**src/rtl/apb_cmd_master_if.sv**
```systemverilog
// rtl/apb_cmd_master_if.sv - signal bundle between a command source, apb_cmd_master and an APB slave
//
// master modport : the apb_cmd_master view (takes commands, drives APB, returns responses)
// slave modport  : the surrounding environment view (issues commands, answers APB, consumes responses)
// Signals: cmd_valid/cmd_ready/cmd_write/cmd_addr/cmd_wdata, rsp_valid/rsp_ready/rsp_rdata/rsp_err,
//          apb_psel/apb_penable/apb_pwrite/apb_paddr/apb_pwdata/apb_prdata/apb_pready/apb_pslverr, busy
interface apb_cmd_master_if #(
    parameter int ADDR_W = 20,
    parameter int DATA_W = 8
);
    logic              cmd_valid;
    logic              cmd_ready;
    logic              cmd_write;
    logic [ADDR_W-1:0] cmd_addr;
    logic [DATA_W-1:0] cmd_wdata;

    logic              rsp_valid;
    logic              rsp_ready;
    logic [DATA_W-1:0] rsp_rdata;
    logic              rsp_err;

    logic              apb_psel;
    logic              apb_penable;
    logic              apb_pwrite;
    logic [ADDR_W-1:0] apb_paddr;
    logic [DATA_W-1:0] apb_pwdata;
    logic [DATA_W-1:0] apb_prdata;
    logic              apb_pready;
    logic              apb_pslverr;

    logic              busy;

    modport master (
        input  cmd_valid, cmd_write, cmd_addr, cmd_wdata,
        output cmd_ready,
        output rsp_valid, rsp_rdata, rsp_err,
        input  rsp_ready,
        output apb_psel, apb_penable, apb_pwrite, apb_paddr, apb_pwdata,
        input  apb_prdata, apb_pready, apb_pslverr,
        output busy
    );

    modport slave (
        output cmd_valid, cmd_write, cmd_addr, cmd_wdata,
        input  cmd_ready,
        input  rsp_valid, rsp_rdata, rsp_err,
        output rsp_ready,
        input  apb_psel, apb_penable, apb_pwrite, apb_paddr, apb_pwdata,
        output apb_prdata, apb_pready, apb_pslverr,
        input  busy
    );
endinterface

```
**src/rtl/apb_cmd_master.sv**
```systemverilog
// rtl/apb_cmd_master.sv - command-driven APB initiator with command FIFO and response port
//
// Ports:
//   apb_pclk : clock, rising edge
//   rst      : synchronous reset, active-high
//   bus      : apb_cmd_master_if.master (command in, response out, APB master side, busy)
// Optional feature: define APB_MASTER_TIMEOUT_EN to add the TIMEOUT parameter and abort
// ACCESS phases that wait TIMEOUT cycles without pready.
module apb_cmd_master #(
    parameter int ADDR_W     = 20,
    parameter int DATA_W     = 8,
    parameter int FIFO_DEPTH = 4
`ifdef APB_MASTER_TIMEOUT_EN
    ,
    parameter int TIMEOUT    = 255
`endif
) (
    input logic              apb_pclk,
    input logic              rst,
    apb_cmd_master_if.master bus
);
    localparam int PTR_W = (FIFO_DEPTH > 2) ? $clog2(FIFO_DEPTH) : 1;
    localparam logic [PTR_W:0] FULL_CNT = (PTR_W+1)'(FIFO_DEPTH);

    typedef struct packed {
        logic              write;
        logic [ADDR_W-1:0] addr;
        logic [DATA_W-1:0] wdata;
    } cmd_t;

    typedef enum logic [1:0] {
        IDLE   = 2'd0,
        SETUP  = 2'd1,
        ACCESS = 2'd2,
        RESP   = 2'd3
    } state_t;

    state_t state_q, state_d;

    // Command FIFO
    cmd_t             fifo_mem_q [FIFO_DEPTH];
    logic [PTR_W-1:0] wr_ptr_q, wr_ptr_d;
    logic [PTR_W-1:0] rd_ptr_q, rd_ptr_d;
    logic [PTR_W:0]   count_q, count_d;
    logic             fifo_full, fifo_empty;
    logic             push, pop;
    cmd_t             cmd_in, cmd_head;

    // Registered APB and response outputs
    logic              psel_q, psel_d;
    logic              penable_q, penable_d;
    logic              pwrite_q, pwrite_d;
    logic [ADDR_W-1:0] paddr_q, paddr_d;
    logic [DATA_W-1:0] pwdata_q, pwdata_d;
    logic              rsp_valid_q, rsp_valid_d;
    logic [DATA_W-1:0] rsp_rdata_q, rsp_rdata_d;
    logic              rsp_err_q, rsp_err_d;

`ifdef APB_MASTER_TIMEOUT_EN
    localparam logic [15:0] TIMEOUT_LAST = 16'(TIMEOUT - 1);
    logic [15:0] wait_cnt_q, wait_cnt_d;
`endif

    assign fifo_full  = (count_q == FULL_CNT);
    assign fifo_empty = (count_q == '0);
    assign push       = bus.cmd_valid && !fifo_full;
    assign cmd_in     = '{write: bus.cmd_write, addr: bus.cmd_addr, wdata: bus.cmd_wdata};
    assign cmd_head   = fifo_mem_q[rd_ptr_q];

    always_comb begin
        wr_ptr_d = wr_ptr_q;
        rd_ptr_d = rd_ptr_q;
        count_d  = count_q;
        if (push) begin
            wr_ptr_d = wr_ptr_q + PTR_W'(1);
        end
        if (pop) begin
            rd_ptr_d = rd_ptr_q + PTR_W'(1);
        end
        unique case ({push, pop})
            2'b10:   count_d = count_q + (PTR_W+1)'(1);
            2'b01:   count_d = count_q - (PTR_W+1)'(1);
            default: count_d = count_q;
        endcase
    end

    // Next-state and output logic
    always_comb begin
        state_d     = state_q;
        pop         = 1'b0;
        psel_d      = psel_q;
        penable_d   = penable_q;
        pwrite_d    = pwrite_q;
        paddr_d     = paddr_q;
        pwdata_d    = pwdata_q;
        rsp_valid_d = rsp_valid_q;
        rsp_rdata_d = rsp_rdata_q;
        rsp_err_d   = rsp_err_q;
`ifdef APB_MASTER_TIMEOUT_EN
        wait_cnt_d  = wait_cnt_q;
`endif
        unique case (state_q)
            IDLE: begin
                if (!fifo_empty) begin
                    pop       = 1'b1;
                    psel_d    = 1'b1;
                    penable_d = 1'b0;
                    pwrite_d  = cmd_head.write;
                    paddr_d   = cmd_head.addr;
                    pwdata_d  = cmd_head.wdata;
                    state_d   = SETUP;
                end
            end
            SETUP: begin
                penable_d = 1'b1;
                state_d   = ACCESS;
`ifdef APB_MASTER_TIMEOUT_EN
                wait_cnt_d = '0;
`endif
            end
            ACCESS: begin
                // pready wins over a timeout landing in the same cycle
                if (bus.apb_pready) begin
                    psel_d      = 1'b0;
                    penable_d   = 1'b0;
                    rsp_valid_d = 1'b1;
                    rsp_rdata_d = pwrite_q ? '0 : bus.apb_prdata;
                    rsp_err_d   = bus.apb_pslverr;
                    state_d     = RESP;
                end
`ifdef APB_MASTER_TIMEOUT_EN
                else if (wait_cnt_q == TIMEOUT_LAST) begin
                    // This wait cycle brings the count to TIMEOUT: abort
                    psel_d      = 1'b0;
                    penable_d   = 1'b0;
                    rsp_valid_d = 1'b1;
                    rsp_rdata_d = '0;
                    rsp_err_d   = 1'b1;
                    state_d     = RESP;
                end else begin
                    wait_cnt_d = wait_cnt_q + 16'd1;
                end
`endif
            end
            RESP: begin
                if (bus.rsp_ready) begin
                    rsp_valid_d = 1'b0;
                    state_d     = IDLE;
                end
            end
            default: state_d = IDLE;
        endcase
    end

    always_ff @(posedge apb_pclk) begin
        if (rst) begin
            state_q <= IDLE;
        end else begin
            state_q <= state_d;
        end
    end

    always_ff @(posedge apb_pclk) begin
        if (rst) begin
            wr_ptr_q    <= '0;
            rd_ptr_q    <= '0;
            count_q     <= '0;
            psel_q      <= 1'b0;
            penable_q   <= 1'b0;
            pwrite_q    <= 1'b0;
            paddr_q     <= '0;
            pwdata_q    <= '0;
            rsp_valid_q <= 1'b0;
            rsp_rdata_q <= '0;
            rsp_err_q   <= 1'b0;
`ifdef APB_MASTER_TIMEOUT_EN
            wait_cnt_q  <= '0;
`endif
        end else begin
            wr_ptr_q    <= wr_ptr_d;
            rd_ptr_q    <= rd_ptr_d;
            count_q     <= count_d;
            psel_q      <= psel_d;
            penable_q   <= penable_d;
            pwrite_q    <= pwrite_d;
            paddr_q     <= paddr_d;
            pwdata_q    <= pwdata_d;
            rsp_valid_q <= rsp_valid_d;
            rsp_rdata_q <= rsp_rdata_d;
            rsp_err_q   <= rsp_err_d;
`ifdef APB_MASTER_TIMEOUT_EN
            wait_cnt_q  <= wait_cnt_d;
`endif
        end
    end

    // Storage needs no reset; the pointers define what is valid
    always_ff @(posedge apb_pclk) begin
        if (push) begin
            fifo_mem_q[wr_ptr_q] <= cmd_in;
        end
    end

    assign bus.cmd_ready   = !fifo_full;
    assign bus.apb_psel    = psel_q;
    assign bus.apb_penable = penable_q;
    assign bus.apb_pwrite  = pwrite_q;
    assign bus.apb_paddr   = paddr_q;
    assign bus.apb_pwdata  = pwdata_q;
    assign bus.rsp_valid   = rsp_valid_q;
    assign bus.rsp_rdata   = rsp_rdata_q;
    assign bus.rsp_err     = rsp_err_q;
    assign bus.busy        = !fifo_empty || (state_q != IDLE);
endmodule

```
**src/flat_wrapper.sv**
```systemverilog
// flat-port wrapper written by rule: the top's interface ports become plain ports
module apb_cmd_master_flat 
#(
    parameter int ADDR_W     = 20,
    parameter int DATA_W     = 8,
    parameter int FIFO_DEPTH = 4

)
  (apb_pclk, rst, bus_cmd_valid, bus_cmd_write, bus_cmd_addr, bus_cmd_wdata, bus_cmd_ready, bus_rsp_valid, bus_rsp_rdata, bus_rsp_err, bus_rsp_ready, bus_apb_psel, bus_apb_penable, bus_apb_pwrite, bus_apb_paddr, bus_apb_pwdata, bus_apb_prdata, bus_apb_pready, bus_apb_pslverr, bus_busy);
  apb_cmd_master_if #(.ADDR_W(ADDR_W), .DATA_W(DATA_W)) bus_i ();
  input logic apb_pclk;
  input logic rst;
  input wire logic [$bits(bus_i.cmd_valid)-1:0] bus_cmd_valid;
  input wire logic [$bits(bus_i.cmd_write)-1:0] bus_cmd_write;
  input wire logic [$bits(bus_i.cmd_addr)-1:0] bus_cmd_addr;
  input wire logic [$bits(bus_i.cmd_wdata)-1:0] bus_cmd_wdata;
  output wire logic [$bits(bus_i.cmd_ready)-1:0] bus_cmd_ready;
  output wire logic [$bits(bus_i.rsp_valid)-1:0] bus_rsp_valid;
  output wire logic [$bits(bus_i.rsp_rdata)-1:0] bus_rsp_rdata;
  output wire logic [$bits(bus_i.rsp_err)-1:0] bus_rsp_err;
  input wire logic [$bits(bus_i.rsp_ready)-1:0] bus_rsp_ready;
  output wire logic [$bits(bus_i.apb_psel)-1:0] bus_apb_psel;
  output wire logic [$bits(bus_i.apb_penable)-1:0] bus_apb_penable;
  output wire logic [$bits(bus_i.apb_pwrite)-1:0] bus_apb_pwrite;
  output wire logic [$bits(bus_i.apb_paddr)-1:0] bus_apb_paddr;
  output wire logic [$bits(bus_i.apb_pwdata)-1:0] bus_apb_pwdata;
  input wire logic [$bits(bus_i.apb_prdata)-1:0] bus_apb_prdata;
  input wire logic [$bits(bus_i.apb_pready)-1:0] bus_apb_pready;
  input wire logic [$bits(bus_i.apb_pslverr)-1:0] bus_apb_pslverr;
  output wire logic [$bits(bus_i.busy)-1:0] bus_busy;
  assign bus_i.cmd_valid = bus_cmd_valid;
  assign bus_i.cmd_write = bus_cmd_write;
  assign bus_i.cmd_addr = bus_cmd_addr;
  assign bus_i.cmd_wdata = bus_cmd_wdata;
  assign bus_cmd_ready = bus_i.cmd_ready;
  assign bus_rsp_valid = bus_i.rsp_valid;
  assign bus_rsp_rdata = bus_i.rsp_rdata;
  assign bus_rsp_err = bus_i.rsp_err;
  assign bus_i.rsp_ready = bus_rsp_ready;
  assign bus_apb_psel = bus_i.apb_psel;
  assign bus_apb_penable = bus_i.apb_penable;
  assign bus_apb_pwrite = bus_i.apb_pwrite;
  assign bus_apb_paddr = bus_i.apb_paddr;
  assign bus_apb_pwdata = bus_i.apb_pwdata;
  assign bus_i.apb_prdata = bus_apb_prdata;
  assign bus_i.apb_pready = bus_apb_pready;
  assign bus_i.apb_pslverr = bus_apb_pslverr;
  assign bus_busy = bus_i.busy;
  apb_cmd_master #(.ADDR_W(ADDR_W), .DATA_W(DATA_W), .FIFO_DEPTH(FIFO_DEPTH)) u_core (.apb_pclk(apb_pclk), .rst(rst), .bus(bus_i));
endmodule
```
**config.mk**
```make
export PLATFORM = sky130hd
export DESIGN_NAME = apb_cmd_master_flat
export DESIGN_NICKNAME = d
export VERILOG_FILES = /design/src/rtl/apb_cmd_master_if.sv /design/src/rtl/apb_cmd_master.sv /design/src/flat_wrapper.sv
export SDC_FILE = /design/constraint.sdc
export NUM_CORES = 1
export LEC_CHECK = 0
export ABC_CLOCK_PERIOD_IN_PS = 4050
export CORE_MARGIN = 1
export CORE_UTILIZATION = 50
export DETAILED_ROUTE_END_ITERATION = 6
export PLACE_DENSITY = 0.74
export SLEW_MARGIN = 20
export SYNTH_ARGS = -nofsm -noshare
export SYNTH_HDL_FRONTEND = slang
export SYNTH_SLANG_ARGS = --single-unit
```
**constraint.sdc**
```tcl
create_clock -name apb_pclk -period 4.05 [get_ports apb_pclk]
set_input_delay 0.81 -clock apb_pclk [delete_from_list [all_inputs] [get_ports apb_pclk]]
set_output_delay 0.81 -clock apb_pclk [all_outputs]
set_load 0.005 [all_outputs]
```
# Word-level counts from Yosys, hierarchy flattened
# Memories as Yosys holds them, arrays and structs flattened. A register that Yosys moved wholly into a read port is not among the register bits.
# Cells that the tools add are included.
[totals] in_bits=43 ram_bits=116 word_cells=59 regBits=21 n_memories=1
[memory_table] name="u_core.fifo_mem_q" depth=4 width=29 read_ports=1 rd_ports_with_merged_regs=1 write_ports=1 line_no="apb_cmd_master.sv:41" text="cmd_t fifo_mem_q [FIFO_DEPTH];"
[classes] bitwise_logic=1 eq_ne=9 n_reduce_logical=17 muxes=18 n_addsub=4
[op_table] cell="3-bit AND reduction" n=4
[op_table] cell="1-bit two-way mux" n=9
[op_table] cell="8-bit two-way mux" n=1
[op_table] cell="2-bit case mux with 4 select lines" n=1
[op_table] cell="2-bit nonzero test" n=4
[op_table] cell="2-bit == test, second input constant" n=3
[op_table] cell="2-bit two-way mux" n=3
[op_table] cell="2-bit != test, second input constant" n=3
[op_table] cell="3-bit case mux with 2 select lines" n=1
[op_table] cell="2-bit by 1-bit adder with 2-bit output, second input constant" n=2
[op_table] cell="2-bit by 1-bit == test with 1-bit output, second input constant" n=2
[op_table] cell="1-bit case mux with 2 select lines" n=2
[op_table] cell="2-bit AND reduction" n=2
[op_table] cell="3-bit by 1-bit adder with 3-bit output, second input constant" n=1
[op_table] cell="3-bit == test, second input constant" n=1
[op_table] cell="3-bit logical NOT" n=1
[op_table] cell="1-bit case mux with 3 select lines" n=1
[op_table] cell="3-bit nonzero test" n=1
[op_table] cell="3-bit by 1-bit subtractor with 3-bit output, second input constant" n=1
[op_table] cell="1-bit logical NOT" n=2
[op_table] cell="2-bit logical NOT" n=1
[op_table] cell="1-bit logical AND" n=1
[op_table] cell="1-bit logical OR" n=1
[op_table] cell="1-bit NOT" n=1

# Depth between registers and ports, before layout
# Gate-level depths: netlist of the first run.
[logic_depth] word_depth=5 mapped_depth=9

# Worst setup path after synthesis of the first run
# OpenSTA, ideal clock, no wires.
[synth_path] kind="input port to flip-flop" from="in bus_cmd_valid" to="reg u_core.count_q[2]" setup_ps=71 path_stages=8 t_required_ps=3979 path_buffers=1 t_arrival_ps=2170 setup_slack_ps=1809 cell_sequence="buf_1 nand2_1 ha_1 inv_1 fa_1 xor2_1 or3_1 a21oi_1"
[synth_between] elab_chain_len=3 word_cells_on_any_way=5
[synth_rtl] item="start, declared" line_no="flat_wrapper.sv:13" text="input wire logic [$bits(bus_i.cmd_valid)-1:0] bus_cmd_valid;"
[synth_rtl] item="1-bit logical AND (*)" line_no="apb_cmd_master.sv:66" text="assign push = bus.cmd_valid && !fifo_full;"
[synth_rtl] item="2-bit by 1-bit == test with 1-bit output / 2-bit == test (equally long branches)" line_no="apb_cmd_master.sv:80" text="unique case ({push, pop})"
[synth_rtl] item="3-bit case mux with 2 select lines / 2-bit nonzero test (equally long branches)"
[synth_rtl] item="end signal, assigned" line_no="apb_cmd_master.sv:182" text="count_q <= count_d;"
[synth_rtl] item="end, declared" line_no="apb_cmd_master.sv:44" text="logic [PTR_W:0] count_q, count_d;"
# Every way passes the cells marked *; elsewhere a longest branch is shown, timed or not.
# A chain may end at the register's enable or synchronous reset.

# Final worst setup path of the first run
[layout_path] from="reg u_core.state_q[0]" to="out bus_busy"
[layout_between] elab_chain_len=2
[layout_rtl] item="start, declared" line_no="apb_cmd_master.sv:38" text="state_t state_q, state_d;"
[layout_rtl] item="start signal, assigned" line_no="apb_cmd_master.sv:159" text="state_q <= state_d;"
[layout_rtl] item="2-bit nonzero test" line_no="apb_cmd_master.sv:213" text="assign bus.busy = !fifo_empty || (state_q != IDLE);"
[layout_rtl] item="1-bit logical OR" line_no="apb_cmd_master.sv:213"
[layout_rtl] item="end, declared" line_no="flat_wrapper.sv:30" text="output wire logic [$bits(bus_i.busy)-1:0] bus_busy;"
# No other way between the ends.

==> results of run 1 <==
## kinds of logic after synthesis
group	Yosys count	synth area share (%)
compound gates	57	6.85
buf+inv	27	2.12
xor+xnor	4	0.571
mux	29	10.6
fa+ha+maj	11	2.37
simple gates	45	4.36
flops	166	73.1
## area by class of cell
| cell class | instances | area share, % |
|---|---|---|
| repair buffers | 87 | 11.2 |
| well taps | 147 | 2.38 |
| inverters | 9 | 0.437 |
| flip-flops and latches | 166 | 58.0 |
| clock inverters | 13 | 2.04 |
| multi-input cells | 146 | 19.9 |
| clock buffers | 19 | 6.00 |
## registers in the layout (all words and copies together) (netlist names)
| name | count |
|---|---|
| u_core.bus.apb_paddr | 20 |
| u_core.bus.apb_penable | 1 |
| u_core.bus.apb_psel | 1 |
| u_core.bus.apb_pwdata | 8 |
| u_core.bus.apb_pwrite | 1 |
| u_core.bus.rsp_err | 1 |
| u_core.bus.rsp_rdata | 8 |
| u_core.bus.rsp_valid | 1 |
| u_core.count_q | 3 |
| u_core.fifo_mem_q | 116 |
| u_core.rd_ptr_q | 2 |
| u_core.state_q | 2 |
| u_core.wr_ptr_q | 2 |
## tightest hold or removal path: cells and delay by family, from the launching register on
kind	cells	cell delay (ps)
DFF	1	310
and+or+nand+nor	1	50
AOI/OAI and AO/OA	1	50
## power breakdown
group	total [mW]	internal [mW]	switching (mW)
Clock	1.64	0.978	0.666
Combinational	1.14	0.667	0.470
Sequential	2.31	2.11	0.201
Total	5.09	3.75	1.34
## worst max path at each step
stage,endpoint,slack (ps),cells after the start
after CTS,bus_busy,1060,5
after global routing,bus_busy,850,5
after detailed placement,u_core.bus.apb_pwdata[1]$_SDFFE_PP0P_,1190,4
after global placement,u_core.bus.apb_paddr[7]$_SDFFE_PP0P_,1300,4
after floorplan,u_core.count_q[2]$_SDFFE_PP0P_,1810,8
final,bus_busy,1080,5
## through the flow
step           area [um^2]  hold slack, ps  power [mW]  util [%]  setup WS (ps)
6_report              7730             453        5.09      64.4           1080
5_1_grt               7730             480        5.33      64.4            853
4_1_cts               7730             456        5.14      64.4           1060
3_5_place_dp          7110             447        3.49      59.2           1190
3_3_place_gp          7110             443        3.46      59.2           1300
2_1_floorplan         6140             448        2.95         -           1810
## cell usage after synthesis (all sizes together), types with 3 or more instances
master,number
nor2b,3
clkbuf,8
a22o,29
xor2,3
nand4b,8
nand2,11
edfxtp,116
dfxtp,50
a21oi,17
inv,9
nand3,3
buf,10
mux4,29
and3,4
o31ai,3
ha,10
nor2,7
## routing by layer
metal	global-route usage (%)	routed length [um]	up-vias
met2	31.6	5490	99
met4	6.04	112	0
met5	0	0	-
met3	6.75	639	8
met1	24.2	4870	1646
li1	-	-	1526
==> run_results.csv, run 1 <==
group,metric,value,unit
clock_tree,post_cts_buffers,0,
worst_hold_path,worstHoldPathType,"reg2reg",
floorplan,initial_utilization,51.1,%
sta,setup_viol,0,
logic_synthesis,synth_cell_types,35,
floorplan,die_area,12700,um^2
worst_setup_path,path_cells,"inv_1 -> ha_1 -> nor4b_2 -> inv_1 -> clkdlybuf4s50_1",
logic_synthesis,synth_nets,393,
logic_synthesis,synthesis.area,6140,um^2
layout,fillers,867,
clock_tree,clkSinkCount,166,
floorplan,die_w,113,um
sta,fin_skew,8.52,ps
floorplan,ioPinCount,86,
worst_setup_path,critPathTopFamily,"buffers and inverters",
floorplan,die_y,113,um
power,cellPowerDensity,658,nW/um^2
run_status,outcome,"finished, final reports clean",
worst_setup_path,cpMostUsedCell,"inv_1",
logic_synthesis,synth_cells,339,
clock_tree,root_buffer,"clkbuf_16",
global_routing,grt_pass1_vias,3380,
clock_tree,cts_tree,"built",
layout,diodes,0,
sta,min_period,2970,ps
worst_setup_path,crit_path_top_delay_cell,"nor4b_2",
worst_setup_path,critPathLaunch,"u_core.state_q[0]$_SDFFE_PP0P_",
drt,detail_route.iter0.violations,172,
sta,setup_tns,0,ps
place,gp_congestion,0.746,
drt,vias,3279,
layout,multi_input_area,1540,um^2
worst_setup_path,r2r-start,"u_core.state_q[0]$_SDFFE_PP0P_",
clock_tree,clock_tree.buffer_depth,2,
sta,tightest_slew,867,ps
place,dp_hpwl,6310,um
clock_tree,clk_latency,420,ps
logic_synthesis,ys_warn_count,0,
worst_setup_path,rr_worst_depth,9,
worst_hold_path,hold_path_depth,2,
logic_synthesis,yosysTopAreaCellShare,56.8,%
place,port-buffer-count,85,
place,dpl.cell_count,555,
global_routing,overflow,0,
worst_setup_path,slowest_delay,540,ps
clock_tree,clk_pin_slew,60,ps
global_routing,antenna_found_initial,0,
worst_setup_path,endpoint_kind,"output pin",
sta,relSlewSlack,42.2,%
logic_synthesis,synth_edf_count,116,
power,p_leak,2.59,nW
logic_synthesis,synth_flop_cell,"edfxtp_1",
drt,firstDrtPassIters,4,
worst_setup_path,worstSetupPathType,"reg2out",
clock_tree,cts_made_buffers,17,
worst_hold_path,whs_endpoint,"u_core.bus.rsp_rdata[1]$_SDFFE_PP0P_",
global_routing,grt_first_pass_wirelength,17800,um
layout,final-seq-area,4490,um^2
sta,rsz0062_at_grt,"no",
sta,hold_violations,0,
global_routing,grt_usage,19.3,%
clock_tree,cts.repair.resized,0,
drt,wl_per_cell,18.9,um
global_routing,grt_max_degree,31,
logic_synthesis,yosysTopAreaCell,"edfxtp_1",
power,ir_worst_vdd,466,uV
clock_tree,h-tree-depth,4,
layout,drive_gt1_share,16.6,%
worst_setup_path,rr_endpoint,"u_core.count_q[2]$_SDFFE_PP0P_",
drt,drcViolationCount,0,
drt,ant_nets,0,
drt,totalWireLength,11100,um
layout,final_common_cell,"edfxtp_1",
logic_synthesis,ys_ff_latch,166,
worst_setup_path,worstSetupStartpointType,"flip-flop",
sta,fin_crit_sh,73.3,%
worst_setup_path,r2r_slack,1740,ps
logic_synthesis,synth_seq_area_share,73.1,%
layout,fin_nets,481,
layout,final_cells,587,
worst_setup_path,required,3240,ps
worst_hold_path,hold_start,"u_core.bus.rsp_rdata[1]$_SDFFE_PP0P_",
clock_tree,postCtsHoldBufs,0,
layout,layout_common_cells,"edfxtp_1, clkdlybuf4s50_1, dfxtp_1",
worst_setup_path,critPathMaxFanout,7,
floorplan,core_area,12000,um^2
logic_synthesis,avgSynthCellArea,18.1,um^2
run,maxCapViolations,0,
drt,vias_per_cell,5.59,
logic_synthesis,async_flop_share,0,%
floorplan,rows,40,
logic_synthesis,ys_top_cells_by_area,"edfxtp_1, dfxtp_1, mux4_2",
worst_setup_path,cp_data_arrival_time,2160,ps
sta,max_freq,337,MHz
sta,slew_viol_final,0,
layout,syn_to_final_growth,26.0,%
worst_setup_path,cp_num_buf_inv,3,
Note: power is estimated with default switching activity, not from simulation.
==> run 2: changes to the inputs <==
--- a/config.mk
+++ b/config.mk
@@ -5,11 +5,11 @@
 export SDC_FILE = /design/constraint.sdc
 export NUM_CORES = 1
 export LEC_CHECK = 0
-export ABC_CLOCK_PERIOD_IN_PS = 4050
+export ABC_CLOCK_PERIOD_IN_PS = 2590
 export CORE_MARGIN = 1
-export CORE_UTILIZATION = 50
+export CORE_UTILIZATION = 49
 export DETAILED_ROUTE_END_ITERATION = 6
-export PLACE_DENSITY = 0.74
+export PLACE_DENSITY = 0.76
 export SLEW_MARGIN = 20
 export SYNTH_ARGS = -nofsm -noshare
 export SYNTH_HDL_FRONTEND = slang
==> constraint.sdc (replaced) <==
create_clock -name apb_pclk -period 2.59 [get_ports apb_pclk]
set_input_delay 0.518 -clock apb_pclk [delete_from_list [all_inputs] [get_ports apb_pclk]]
set_output_delay 0.518 -clock apb_pclk [all_outputs]
set_load 0.005 [all_outputs]
==> run_results.csv, run 2 (synthesized netlist as in run 1, its figures left out) <==
group,metric,value,unit
global_routing,grt_pass1_vias,3430,
drt,ant_nets,0,
floorplan,die_area,13000,um^2
floorplan,rows,40,
worst_setup_path,worstSetupPathType,"reg2out",
global_routing,antenna_found_initial,0,
clock_tree,h-tree-depth,4,
layout,diodes,0,
worst_setup_path,path_cells,"inv_1 -> ha_1 -> nor4b_4 -> inv_1 -> clkdlybuf4s50_1",
sta,fin_skew,5.93,ps
worst_hold_path,worstHoldPathType,"reg2reg",
power,ir_worst_vdd,496,uV
worst_setup_path,slowest_delay,440,ps
clock_tree,clkSinkCount,166,
worst_setup_path,crit_path_top_delay_cell,"clkdlybuf4s50_1",
floorplan,die_y,114,um
global_routing,grt_max_degree,30,
sta,setup_tns,0,ps
sta,relSlewSlack,46.0,%
place,port-buffer-count,85,
global_routing,grt_first_pass_wirelength,17800,um
clock_tree,root_buffer,"clkbuf_16",
global_routing,overflow,0,
run,maxCapViolations,0,
worst_setup_path,endpoint_kind,"output pin",
sta,max_freq,410,MHz
drt,drcViolationCount,0,
clock_tree,clock_tree.buffer_depth,2,
clock_tree,clk_latency,420,ps
drt,vias_per_cell,5.36,
sta,rsz0062_at_grt,"no",
sta,setup_viol,0,
power,cellPowerDensity,1010,nW/um^2
drt,detail_route.iter0.violations,136,
worst_setup_path,cpMostUsedCell,"inv_1",
layout,regMostFlops,"u_core.fifo_mem_q",
layout,drive_gt1_share,19.1,%
place,placed_cell_area,7250,um^2
place,gp_congestion,0.718,
sta,min_period,2440,ps
layout,design_area,7880,um^2
layout,fin_nets,497,
floorplan,die_w,114,um
sta,slew_viol_final,0,
sta,hold_violations,0,
floorplan,core_area,12100,um^2
worst_setup_path,cp_data_arrival_time,1920,ps
sta,tightest_slew,808,ps
worst_setup_path,worstSetupStartpointType,"flip-flop",
layout,largest_reg_flops,116,
floorplan,initial_utilization,50.7,%
layout,fillers,880,
drt,firstDrtPassIters,4,
layout,layout_common_cells,"edfxtp_1, clkdlybuf4s50_1, dfxtp_1",
worst_setup_path,critPathMaxFanout,4,
drt,vias,3346,
sta,fin_crit_sh,94.1,%
place,dp_hpwl,6970,um
worst_setup_path,required,2070,ps
layout,final_common_cell,"edfxtp_1",
layout,syn_to_final_growth,28.4,%
floorplan,ioPinCount,86,
clock_tree,cts_tree,"built",
drt,totalWireLength,11300,um
global_routing,grt_usage,18.9,%
drt,wl_per_cell,18.1,um
run_status,outcome,"finished, final reports clean",
clock_tree,clk_pin_slew,60,ps
power,p_leak,2.68,nW
layout,final_core_util,65.0,%
clock_tree,cts_made_buffers,17,
[run 2: changes by cell type in the layout (fill, tap and decap cells not counted), moves of 2 or more]
cell and delta:
buf_12 +2, buf_4 +14, clkinv_2 +3, inv_6 -3, inv_8 -2
[run 2: path summary, 6_finish.rpt]
check                                        from                              endpoint  slack (ps)  cells past startpoint
max                u_core.state_q[0]$_SDFFE_PP0P_                              bus_busy         150                      5
min          u_core.bus.rsp_rdata[5]$_SDFFE_PP0P_  u_core.bus.rsp_rdata[5]$_SDFFE_PP0P_         450                      2
min reg2reg  u_core.bus.rsp_rdata[5]$_SDFFE_PP0P_  u_core.bus.rsp_rdata[5]$_SDFFE_PP0P_         450                      2
max reg2reg        u_core.count_q[2]$_SDFFE_PP0P_        u_core.count_q[2]$_SDFFE_PP0P_         180                      8
[run 2: area by class of cell]
| class | count | area [um^2] | area share [%] |
|---|---|---|---|
| well taps | 168 | 210 | 2.67 |
| clock inverters | 12 | 129 | 1.64 |
| multi-input cells | 146 | 1550 | 19.7 |
| repair buffers | 103 | 1010 | 12.8 |
| clock buffers | 20 | 457 | 5.80 |
| inverters | 9 | 33.8 | 0.429 |
| flip-flops and latches | 166 | 4490 | 57.0 |
[run 2: through the flow]
step | hold WS, ps | instances | setup slack (ps) | power, mW
after floorplan | 448 | 339 | 391 | 4.61
after CTS | 454 | 620 | 16.6 | 8.00
final | 453 | 624 | 153 | 7.99
after global placement | 443 | 588 | 332 | 5.47
after detailed placement | 446 | 588 | 245 | 5.54
after global routing | 474 | 624 | 17.6 | 8.36
[run 2: routing by layer]
metal | global-route usage (%) | vias to the layer above | share of wire, %
li1 | - | 1558 | -
met1 | 22.6 | 1671 | 43
met2 | 32.4 | 97 | 51
met3 | 4.62 | 20 | 4.2
met4 | 9.00 | 0 | 1.8
met5 | 0 | - | 0
[run 2: report_power, final]
| group | switching [mW] | internal, mW | leakage, nW |
|---|---|---|---|
| Sequential | 0.310 | 3.29 | 1.47 |
| Clock | 0.973 | 1.47 | 0.283 |
| Combinational | 0.784 | 1.17 | 0.920 |
| Total | 2.07 | 5.92 | 2.68 |
[run 2: critical path, delay by kind of cell, from the launching register on]
| family | cells | cell delay, ps |
|---|---|---|
| buffers and inverters | 3 | 620 |
| DFF | 1 | 350 |
| adders and majority gates | 1 | 240 |
| and+or+nand+nor | 1 | 290 |
[run 2: what timing repair did]
| action | in CTS | in global routing |
|---|---|---|
| resized for setup | 1 | 0 |
| buffers inserted | 0 | 4 |
| setup endpoints to repair | 1 | 1 |
| pin swaps | 0 | 0 |
| hold endpoints to repair | 0 | 0 |
| hold buffers | 0 | 0 |
==> run 3: changes to the inputs <==
--- a/config.mk
+++ b/config.mk
@@ -7,9 +7,9 @@
 export LEC_CHECK = 0
 export ABC_CLOCK_PERIOD_IN_PS = 2590
 export CORE_MARGIN = 1
-export CORE_UTILIZATION = 49
+export CORE_UTILIZATION = 31
 export DETAILED_ROUTE_END_ITERATION = 6
-export PLACE_DENSITY = 0.76
+export GPL_TIMING_DRIVEN = 0
 export SLEW_MARGIN = 20
 export SYNTH_ARGS = -nofsm -noshare
 export SYNTH_HDL_FRONTEND = slang
==> run_results.csv, run 3 (synthesized netlist as in run 1, its figures left out) <==
group,metric,value,unit
place,gp_congestion,0.790,
clock_tree,clkSinkCount,166,
sta,setup_tns,0,ps
worst_setup_path,rr_endpoint,"u_core.count_q[2]$_SDFFE_PP0P_",
worst_setup_path,cp_data_arrival_time,1920,ps
global_routing,grt_first_pass_wirelength,19200,um
clock_tree,clk_pin_slew,60,ps
drt,wl_per_cell,16.7,um
clock_tree,clock_tree.buffer_depth,2,
worst_setup_path,slowest_delay,590,ps
drt,vias_per_cell,4.63,
floorplan,initial_utilization,31.5,%
sta,fin_skew,5.44,ps
global_routing,grt_pass1_vias,3581,
floorplan,die_area,20400,um^2
global_routing,overflow,0,
floorplan,core_area,19500,um^2
global_routing,antenna_found_initial,1,
sta,finalWorstSetupSlack,152,ps
power,cellPowerDensity,981,nW/um^2
clock_tree,cts_made_buffers,17,
floorplan,die_y,143,um
worst_hold_path,whs_endpoint,"u_core.bus.rsp_rdata[7]$_SDFFE_PP0P_",
sta,slew_viol_final,0,
sta,fin_crit_sh,94.1,%
drt,ant_nets,0,
layout,layout_common_cells,"edfxtp_1, clkdlybuf4s50_1, dfxtp_1",
layout,fillers,1771,
sta,max_freq,410,MHz
sta,setup_viol,0,
drt,drcViolationCount,0,
layout,final_core_util,40.9,%
layout,regMostFlops,"u_core.fifo_mem_q",
sta,relSlewSlack,54.5,%
worst_setup_path,r2r-start,"u_core.count_q[0]$_SDFFE_PP0P_",
layout,final_common_cell,"edfxtp_1",
place,port-buffer-count,84,
clock_tree,root_buffer,"clkbuf_16",
sta,hold_violations,0,
place,dpl.cell_count,692,
drt,firstDrtPassIters,6,
worst_setup_path,rr_worst_depth,9,
worst_setup_path,endpoint_kind,"output pin",
global_routing,grt_max_degree,22,
place,post-place-ws,217,ps
drt,vias,3357,
sta,rsz0062_at_grt,"no",
worst_hold_path,worstHoldPathType,"reg2reg",
sta,min_period,2440,ps
run_status,outcome,"finished, final reports clean",
place,dp_hpwl,8120,um
layout,final_cells,725,
power,p_leak,2.64,nW
run,maxCapViolations,0,
layout,largest_reg_flops,116,
drt,detail_route.iter0.violations,262,
layout,diodes,0,
layout,syn_to_final_growth,29.6,%
worst_setup_path,path_cells,"or3b_1 -> clkbuf_1 -> clkdlybuf4s50_1",
worst_hold_path,hold_start,"u_core.bus.rsp_rdata[7]$_SDFFE_PP0P_",
worst_setup_path,worstSetupStartpointType,"flip-flop",
floorplan,rows,51,
worst_setup_path,required,2070,ps
clock_tree,clk_latency,420,ps
global_routing,grt_usage,13.1,%
floorplan,ioPinCount,86,
worst_setup_path,critPathLaunch,"u_core.count_q[0]$_SDFFE_PP0P_",
worst_setup_path,r2r_slack,200,ps
worst_hold_path,hold_path_depth,2,
layout,fin_nets,502,
sta,tightest_slew,683,ps
floorplan,die_w,143,um
clock_tree,h-tree-depth,4,
worst_setup_path,crit_path_top_delay_cell,"clkdlybuf4s50_1",
layout,drive_gt1_share,16.7,%
clock_tree,cts_tree,"built",
drt,totalWireLength,12100,um
worst_setup_path,critPathMaxFanout,10,
power,ir_worst_vdd,463,uV
worst_setup_path,worstSetupPathType,"reg2out",
-- run 3: cell count changes in the layout (fill, tap and decap cells not counted), sizes merged --
cell           delta
clkbuf            +9
clkinvlp          +1
buf               -2
clkdlybuf4s50     -1
bufinv            -1
clkinv            -2
-- run 3: worst max-delay path: cells and delay by family, from the launching register on --
| family | cells | cell delay, ps |
|---|---|---|
| buffers and inverters | 2 | 880 |
| DFF | 1 | 470 |
| and+or+nand+nor | 1 | 160 |
-- run 3: routing by layer --
metal | wire (um) | global-route usage (%) | share of wire [%] | up-vias
met5 | 11 | 0 | 0.091 | -
li1 | - | - | - | 1561
met1 | 5180 | 15.3 | 43 | 1681
met3 | 565 | 3.59 | 4.7 | 24
met4 | 271 | 6.45 | 2.2 | 2
met2 | 6100 | 22.2 | 50 | 89
-- run 3: area by class of cell --
cell class | count | area, um^2 | share of cell area (%)
flip-flops and latches | 166 | 4490 | 56.4
multi-input cells | 146 | 1540 | 19.3
repair buffers | 90 | 943 | 11.9
clock buffers | 21 | 440 | 5.54
well taps | 265 | 332 | 4.17
plain buffers | 18 | 96.3 | 1.21
clock inverters | 10 | 85.1 | 1.07
inverters | 9 | 33.8 | 0.425
-- run 3: power by group --
| group | total [mW] | internal (mW) | switching (mW) |
|---|---|---|---|
| Clock | 2.25 | 1.31 | 0.947 |
| Sequential | 3.53 | 3.29 | 0.239 |
| Combinational | 2.02 | 1.16 | 0.864 |
-- run 3: how the worst max path moves through the flow --
| stage | endpoint | cells past startpoint | slack, ps |
|---|---|---|---|
| after floorplan | u_core.count_q[2]$_SDFFE_PP0P_ | 9 | 390 |
| after global placement | u_core.fifo_mem_q[2][16]$_DFFE_PP_ | 3 | -70 |
| after detailed placement | u_core.count_q[2]$_SDFFE_PP0P_ | 9 | 220 |
| after CTS | bus_busy | 5 | 30 |
| after global routing | bus_busy | 5 | 20 |
| final | bus_cmd_ready | 3 | 150 |
-- run 3: repair_timing --
action,CTS,global route
pin swaps,0,0
hold buffers,0,0
resized for setup,1,1
endpoints found under the setup margin,1,2
setup buffers,0,2
-- run 3: through the flow --
step           hold WS, ps  cell area [um^2]  total power [mW]
3_3_place_gp           442              7310              5.50
5_1_grt                480              7950              8.22
2_1_floorplan          448              6140              4.61
4_1_cts                457              7940              7.87
3_5_place_dp           449              7400              5.59
6_report               456              7950              7.80
